`config.mk`:
```
export PLATFORM = sky130hd
export DESIGN_NAME = pad_trim_seq
export DESIGN_NICKNAME = d
export VERILOG_FILES = /design/src/rtl/pad_trim_seq_pkg.sv /design/src/rtl/pad_trim_seq_ocv_mon.sv /design/src/rtl/pad_trim_seq.sv
export SDC_FILE = /design/constraint.sdc
export NUM_CORES = 1
export LEC_CHECK = 0
export CORE_ASPECT_RATIO = 2
export CORE_MARGIN = 10
export CORE_UTILIZATION = 44
export CTS_BUF_LIST = sky130_fd_sc_hd__clkbuf_16
export DETAILED_ROUTE_END_ITERATION = 10
export HOLD_SLACK_MARGIN = 0.03
export PLACE_DENSITY = 0.71
export SLEW_MARGIN = 25
export SYNTH_ARGS = -nofsm -noshare
export SYNTH_HDL_FRONTEND = slang
export SYNTH_SLANG_ARGS = --single-unit
```
`constraint.sdc`:
```
create_clock -name clk -period 2.39 [get_ports clk]
set_input_delay 0.239 -clock clk [delete_from_list [all_inputs] [get_ports clk]]
set_output_delay 0.239 -clock clk [all_outputs]
set_load 0.01 [all_outputs]
```
`src/rtl/pad_trim_seq_pkg.sv`:
```
// Shared types and constants for the pad trim power-up sequencer.
// Included by pad_trim_seq and pad_trim_ocv_mon.
package pad_trim_seq_pkg;

  localparam int MAX_DRV_FINGERS = 5;

  typedef enum logic [2:0] {
    IDLE,
    SETTLE,
    LOAD,
    RAMP,
    OCV,
    DONE
  } state_e;

  typedef struct packed {
    logic pu;
    logic weakpu;
    logic weakpd;
  } pad_trim_t;

  function automatic logic [2:0] clamp_lvl(input logic [2:0] lvl);
    return (lvl > 3'(MAX_DRV_FINGERS)) ? 3'(MAX_DRV_FINGERS) : lvl;
  endfunction

  // Weak pull-up and pull-down must never fight; pull-up wins.
  function automatic pad_trim_t resolve_trim(input pad_trim_t p);
    pad_trim_t r;
    r = p;
    if (p.weakpu && p.weakpd) r.weakpd = 1'b0;
    return r;
  endfunction

endpackage

```
`src/rtl/pad_trim_seq_ocv_mon.sv`:
```
// Clock-out monitor: 2-flop synchronizer plus saturating rising-edge counter.
// pass_o reflects the count including an edge seen on the current cycle.
module pad_trim_ocv_mon
  import pad_trim_seq_pkg::*;
#(
  parameter int OCV_MIN_EDGES = 8
) (
  input  logic clk,
  input  logic rst,
  input  logic mon_i,
  input  logic clr_i,
  input  logic en_i,
  output logic pass_o
);

  localparam int CNT_W = $clog2(OCV_MIN_EDGES + 2);

  logic [1:0]       sync_q, sync_d;
  logic             prev_q, prev_d;
  logic [CNT_W-1:0] cnt_q, cnt_d;
  logic             rise;

  always_comb begin
    sync_d = {sync_q[0], mon_i};
    prev_d = sync_q[1];
    rise   = sync_q[1] & ~prev_q;
    cnt_d  = cnt_q;
    if (clr_i) cnt_d = '0;
    else if (en_i && rise && (cnt_q != '1)) cnt_d = cnt_q + 1'b1;
    pass_o = (cnt_d >= CNT_W'(OCV_MIN_EDGES));
  end

  always_ff @(posedge clk or posedge rst) begin
    if (rst) begin
      sync_q <= '0;
      prev_q <= 1'b0;
      cnt_q  <= '0;
    end else begin
      sync_q <= sync_d;
      prev_q <= prev_d;
      cnt_q  <= cnt_d;
    end
  end

endmodule

```
`src/rtl/pad_trim_seq.sv`:
```
// Pad trim power-up sequencer: bias settle, per-pad trim load, drive-finger ramp,
// optional clock-out check (enabled by macro PAD_TRIM_SEQ_OCV_CHECK_EN).
module pad_trim_seq
  import pad_trim_seq_pkg::*;
#(
  parameter int SETTLE_CYC    = 16,
  parameter int STEP_CYC      = 4,
  parameter int OCV_WIN       = 32,
  parameter int OCV_MIN_EDGES = 8
) (
  input  logic       clk,
  input  logic       rst,
  input  logic       start,
  input  logic       abort,
  input  logic [8:0] trim_cfg,
  input  logic [2:0] drv_level,
  input  logic       ckout_ocv_monitor,
  output logic       ana_en,
  output logic       pu_trim_0,
  output logic       pu_trim_1,
  output logic       pu_trim_2,
  output logic       weakpu_trim_0,
  output logic       weakpu_trim_1,
  output logic       weakpu_trim_2,
  output logic       weakpd_trim_0,
  output logic       weakpd_trim_1,
  output logic       weakpd_trim_2,
  output logic [4:0] ckouta_dr_en,
  output logic       busy,
  output logic       done,
  output logic       ocv_fail
);

  localparam int CNT_W = 16;

  state_e           state_q, state_d;
  logic [CNT_W-1:0] cnt_q, cnt_d;
  pad_trim_t [2:0]  cfg_q, cfg_d, pad_q, pad_d;
  logic [2:0]       lvl_q, lvl_d, nfing_q, nfing_d;
  logic [4:0]       dr_q, dr_d;
  logic             ana_q, ana_d, done_q, done_d, fail_q, fail_d;

`ifdef PAD_TRIM_SEQ_OCV_CHECK_EN
  logic mon_pass;

  pad_trim_ocv_mon #(.OCV_MIN_EDGES(OCV_MIN_EDGES)) u_ocv_mon (
    .clk    (clk),
    .rst    (rst),
    .mon_i  (ckout_ocv_monitor),
    .clr_i  (state_q != OCV),
    .en_i   (state_q == OCV),
    .pass_o (mon_pass)
  );
`else
  logic unused_ocv;
  assign unused_ocv = ckout_ocv_monitor ^ (OCV_WIN != 0) ^ (OCV_MIN_EDGES != 0);
`endif

  always_comb begin
    state_d = state_q;
    cnt_d   = cnt_q;
    cfg_d   = cfg_q;
    pad_d   = pad_q;
    lvl_d   = lvl_q;
    nfing_d = nfing_q;
    dr_d    = dr_q;
    ana_d   = ana_q;
    fail_d  = fail_q;
    done_d  = 1'b0;
    case (state_q)
      IDLE: if (start) begin
        cfg_d   = trim_cfg;
        lvl_d   = clamp_lvl(drv_level);
        pad_d   = '0;
        dr_d    = '0;
        nfing_d = '0;
        fail_d  = 1'b0;
        ana_d   = 1'b1;
        cnt_d   = '0;
        state_d = SETTLE;
      end
      SETTLE: begin
        cnt_d = cnt_q + 1'b1;
        if (cnt_q == CNT_W'(SETTLE_CYC - 1)) begin
          cnt_d   = '0;
          state_d = LOAD;
        end
      end
      LOAD: begin
        for (int k = 0; k < 3; k++)
          if (cnt_q == CNT_W'(k)) pad_d[k] = resolve_trim(cfg_q[k]);
        cnt_d = cnt_q + 1'b1;
        if (cnt_q == CNT_W'(2)) begin
          cnt_d   = '0;
          state_d = RAMP;
        end
      end
      RAMP: begin
        // Target reached (or level 0): leave without waiting another step.
        if (nfing_q == lvl_q) begin
          cnt_d = '0;
`ifdef PAD_TRIM_SEQ_OCV_CHECK_EN
          state_d = OCV;
`else
          state_d = DONE;
          done_d  = 1'b1;
`endif
        end else if (cnt_q == CNT_W'(STEP_CYC - 1)) begin
          cnt_d   = '0;
          dr_d    = {dr_q[3:0], 1'b1};
          nfing_d = nfing_q + 1'b1;
        end else begin
          cnt_d = cnt_q + 1'b1;
        end
      end
`ifdef PAD_TRIM_SEQ_OCV_CHECK_EN
      OCV: begin
        cnt_d = cnt_q + 1'b1;
        if (cnt_q == CNT_W'(OCV_WIN - 1)) begin
          cnt_d   = '0;
          fail_d  = ~mon_pass;
          state_d = DONE;
          done_d  = 1'b1;
        end
      end
`endif
      DONE:    state_d = IDLE;
      default: state_d = IDLE;
    endcase
    if (abort) begin
      state_d = IDLE;
      cnt_d   = '0;
      cfg_d   = '0;
      pad_d   = '0;
      lvl_d   = '0;
      nfing_d = '0;
      dr_d    = '0;
      ana_d   = 1'b0;
      fail_d  = 1'b0;
      done_d  = 1'b0;
    end
  end

  always_ff @(posedge clk or posedge rst) begin
    if (rst) begin
      state_q <= IDLE;
      cnt_q   <= '0;
      cfg_q   <= '0;
      pad_q   <= '0;
      lvl_q   <= '0;
      nfing_q <= '0;
      dr_q    <= '0;
      ana_q   <= 1'b0;
      fail_q  <= 1'b0;
      done_q  <= 1'b0;
    end else begin
      state_q <= state_d;
      cnt_q   <= cnt_d;
      cfg_q   <= cfg_d;
      pad_q   <= pad_d;
      lvl_q   <= lvl_d;
      nfing_q <= nfing_d;
      dr_q    <= dr_d;
      ana_q   <= ana_d;
      fail_q  <= fail_d;
      done_q  <= done_d;
    end
  end

  assign ana_en        = ana_q;
  assign pu_trim_0     = pad_q[0].pu;
  assign pu_trim_1     = pad_q[1].pu;
  assign pu_trim_2     = pad_q[2].pu;
  assign weakpu_trim_0 = pad_q[0].weakpu;
  assign weakpu_trim_1 = pad_q[1].weakpu;
  assign weakpu_trim_2 = pad_q[2].weakpu;
  assign weakpd_trim_0 = pad_q[0].weakpd;
  assign weakpd_trim_1 = pad_q[1].weakpd;
  assign weakpd_trim_2 = pad_q[2].weakpd;
  assign ckouta_dr_en  = dr_q;
  assign busy          = (state_q != IDLE);
  assign done          = done_q;
  assign ocv_fail      = fail_q;

endmodule

```
==> results.txt, run 1 <==
status -> completed
Post-synth EDFFs -> 0
Worst Hold Class -> in2async
Area Growth Syn to Fin -> 27.45%
YS warnings -> 0
total gr overflow -> 0
switching pwr -> 0.5107 mW
Core Footprint -> 5660 sq um
Synth async-reset ratio -> 1.000
clk sink count -> 50
Clk pwr share -> 0.348
Final Power -> 1.927 mW
GRT Total Usage -> 0.1276
CTS tree -> yes
I/O Buffers -> 32
Net Count, Synth -> 286
VDD IR max -> 0.6122 mV
mapped cell area -> 2557 sq um
diode count -> 0
Vias -> 2098
Synth area leader -> dfrtp_1
I/O pin count -> 35
Worst-path clk slew -> 0.06 ns
endpoints failing hold -> 0
CTS Buffer Depth -> 2
Synth Register Bits -> 50
Crit. Startpoint -> cnt_q[11]
crit end category -> register
vias in the first global route -> 2139
DRT Wirelength -> 5930 microns
Post-DP Area -> 3080 sq um
Tcrit/Tclk final -> 0.9743
antenna violations before repair -> 0
Worst Skew -> 0.006659 ns
critical path data required time -> 2.57 ns
power density cells -> 591.3 nW/um^2
top cell type's share of synthesized area -> 0.4892
unrepaired setup endpoints after global routing -> no
Sw Ratio -> 0.2650
die height -> 127.8 microns
sequential element share of the synthesized area -> 0.4892
worst hold margin -> 0.2704 ns
Clk Tree Root Cell -> clkbuf_16
# Max-Cap Violations -> 0
syn avg cell area -> 9.687 sq um
crit start category -> register
drt drc -> 0
Final Cell Area -> 3259 sq um
Slew Limit Fails -> 0
largest net degree at the start of global routing -> 32
nets@finish -> 340
total clock buffers created by CTS -> 5
half-perimeter wire length after placement -> 4521 microns
f_max -> 429.5 MHz
Max FO, Critical Path -> 6
DR iter-0 viols -> 131
P_int -> 1.417 mW
sequential fraction of design power -> 0.478
Main synth FF type -> dfrtp_1
GP Congestion -> 0.7989
H-Tree Depth -> 2
std cell rows -> 39
layout cell share with drive strength beyond 1 -> 0.1505
global-route wire length before repair -> 9791 microns
DR WL/cell -> 15.61 microns
static leakage -> 1.550 nW
Die ar. -> 9447 sq um
Reg2Reg Setup Slack -> 0.06 ns
reg2reg start -> cnt_q[11]
Logic pwr share -> 0.174
drt first pass iters -> 6
antenna viol nets, final -> 0
crit path kind -> reg2reg
Finished Core Util -> 0.5758
final number of setup-violating endpoints -> 0
post-synth cell types -> 46
Initial Util -> 0.4518
CP arrival -> 2.51 ns
clk_lat worst skew -> 0.29 ns
Fill cells -> 530
die width -> 73.91 microns
Worst R2R End -> cnt_q[4]
vias per cell -> 5.521
Post-Syn Instances -> 264
FF-to-FF path depth -> 7
fin crit period -> 2.328 ns
Synth area leaders -> dfrtp_1 (49%), a22o_1 (5.1%), nand2_1 (4.8%), o21ai_0 (3.7%), nor2_1 (2.9%)
## logic make-up after synthesis
| kind of cell | synth area share |
|---|---|
| AOI/OAI and AO/OA | 0.1918 |
| xor gates and xnor gates | 0.01712 |
| adders and majority gates | 0.02446 |
| buffers and inverters | 0.03620 |
| DFF | 0.4892 |
| muxes | 0.01272 |
| other | 0.001466 |
| and+or+nand+nor | 0.2270 |
## routing by layer
layer  routed length, microns  vias up  share of wire  GRT usage
met3                      236        6          0.040    0.02636
met4                       92        0          0.016    0.04851
li1                         -     1036              -          -
met2                     3494       31           0.59     0.2440
met1                     2106     1025           0.36     0.1243
met5                        0        -              0          0
## critical path: stages, from the launching register on
cell,delay [ns]
dfrtp_1,0.38
or4_4,0.56
or3_4,0.44
o21ai_4,0.18
a31oi_4,0.13
buf_4,0.18
buf_4,0.15
a22o_1,0.20
## power groups by stage
stage                     Sequential [mW]  Clock (mW)  Combinational (mW)
final                               0.921       0.671               0.335
after global routing                0.927       0.720               0.371
after CTS                           0.921       0.695               0.335
after detailed placement            0.937           0               0.321
after global placement              0.935           0               0.315
after floorplan                     0.921           0               0.216
## flip-flops by register name, indices dropped and copies added (netlist names), 3 cells and up
| name | count |
|---|---|
| nfing_q | 3 |
| cnt_q | 16 |
| state_q | 3 |
| lvl_q | 3 |
| ckouta_dr_en | 5 |
| cfg_q | 9 |
## layout make-up
| class | count | area (sq um) | area share |
|---|---|---|---|
| clock buffers | 5 | 125.1 | 0.03839 |
| flip-flops and latches | 50 | 1251 | 0.3839 |
| multi-input cells | 193 | 1225 | 0.3758 |
| clock inverters | 3 | 12.51 | 0.003839 |
| repair buffers | 59 | 535.5 | 0.1643 |
| well taps | 61 | 76.32 | 0.02342 |
| inverters | 9 | 33.78 | 0.01036 |
## how the worst max path moves through the flow
stage                     end  slack [ns]  cells past startpoint
floorplan           cnt_q[13]        0.14                      6
finish               cnt_q[4]        0.06                      7
global placement    cnt_q[13]        0.01                      6
global route         cnt_q[4]       0.006                      7
detailed placement  cnt_q[13]       -0.01                      6
CTS                  cnt_q[9]        0.06                      7
## synthesized netlist by cell type, types with 3 or more instances
cell,count
inv_1,9
o21ai_0,19
nand3b_1,5
nor3_1,7
xnor2_1,4
nand2_1,33
a22o_1,15
nand3_1,14
or2_2,3
nand2b_1,10
a21o_1,9
dfrtp_1,50
ha_1,5
o31ai_1,4
and3_1,4
nor2_1,20
a21oi_1,9
clkbuf_1,8
## cells in the final DEF (no fill, tap or decap), types with 3 or more instances in the layout
master and n:
dfrtp_1 50, nand2_1 33, clkdlybuf4s50_1 32, buf_4 26, nor2_1 20, o21ai_0 19
a22o_1 15, nand3_1 14, nand2b_1 10, inv_1 9, a21o_1 9, a21oi_1 9
nor3_1 7, nand3b_1 5, ha_1 5, clkbuf_16 5, xnor2_1 4, and3_1 4
o31ai_1 4, or2_2 3
## metrics by stage
| step | setup slack [ns] | cells | setup TNS (ns) |
|---|---|---|---|
| 3_3_place_gp | 0.01350 | 368 | 0 |
| 5_1_grt | 0.006362 | 380 | 0 |
| 3_5_place_dp | -0.01372 | 368 | -0.01372 |
| 4_1_cts | 0.06127 | 380 | 0 |
| 2_1_floorplan | 0.1360 | 264 | 0 |
| 6_report | 0.06153 | 380 | 0 |
## what timing repair did
item,CTS,global route
endpoints found under the setup margin,1,6
pin swaps,1,0
hold buffers,0,0
setup buffers,4,0
gates resized for setup,0,2
Note: power is estimated with default switching activity, not from simulation.
==> run 2, diff against run 1 <==
Settings changed: GPL_ROUTABILITY_DRIVEN set to 0.
==> results of run 2 <==
No change in the layout: final DEF, timing and power equal those of run 1.
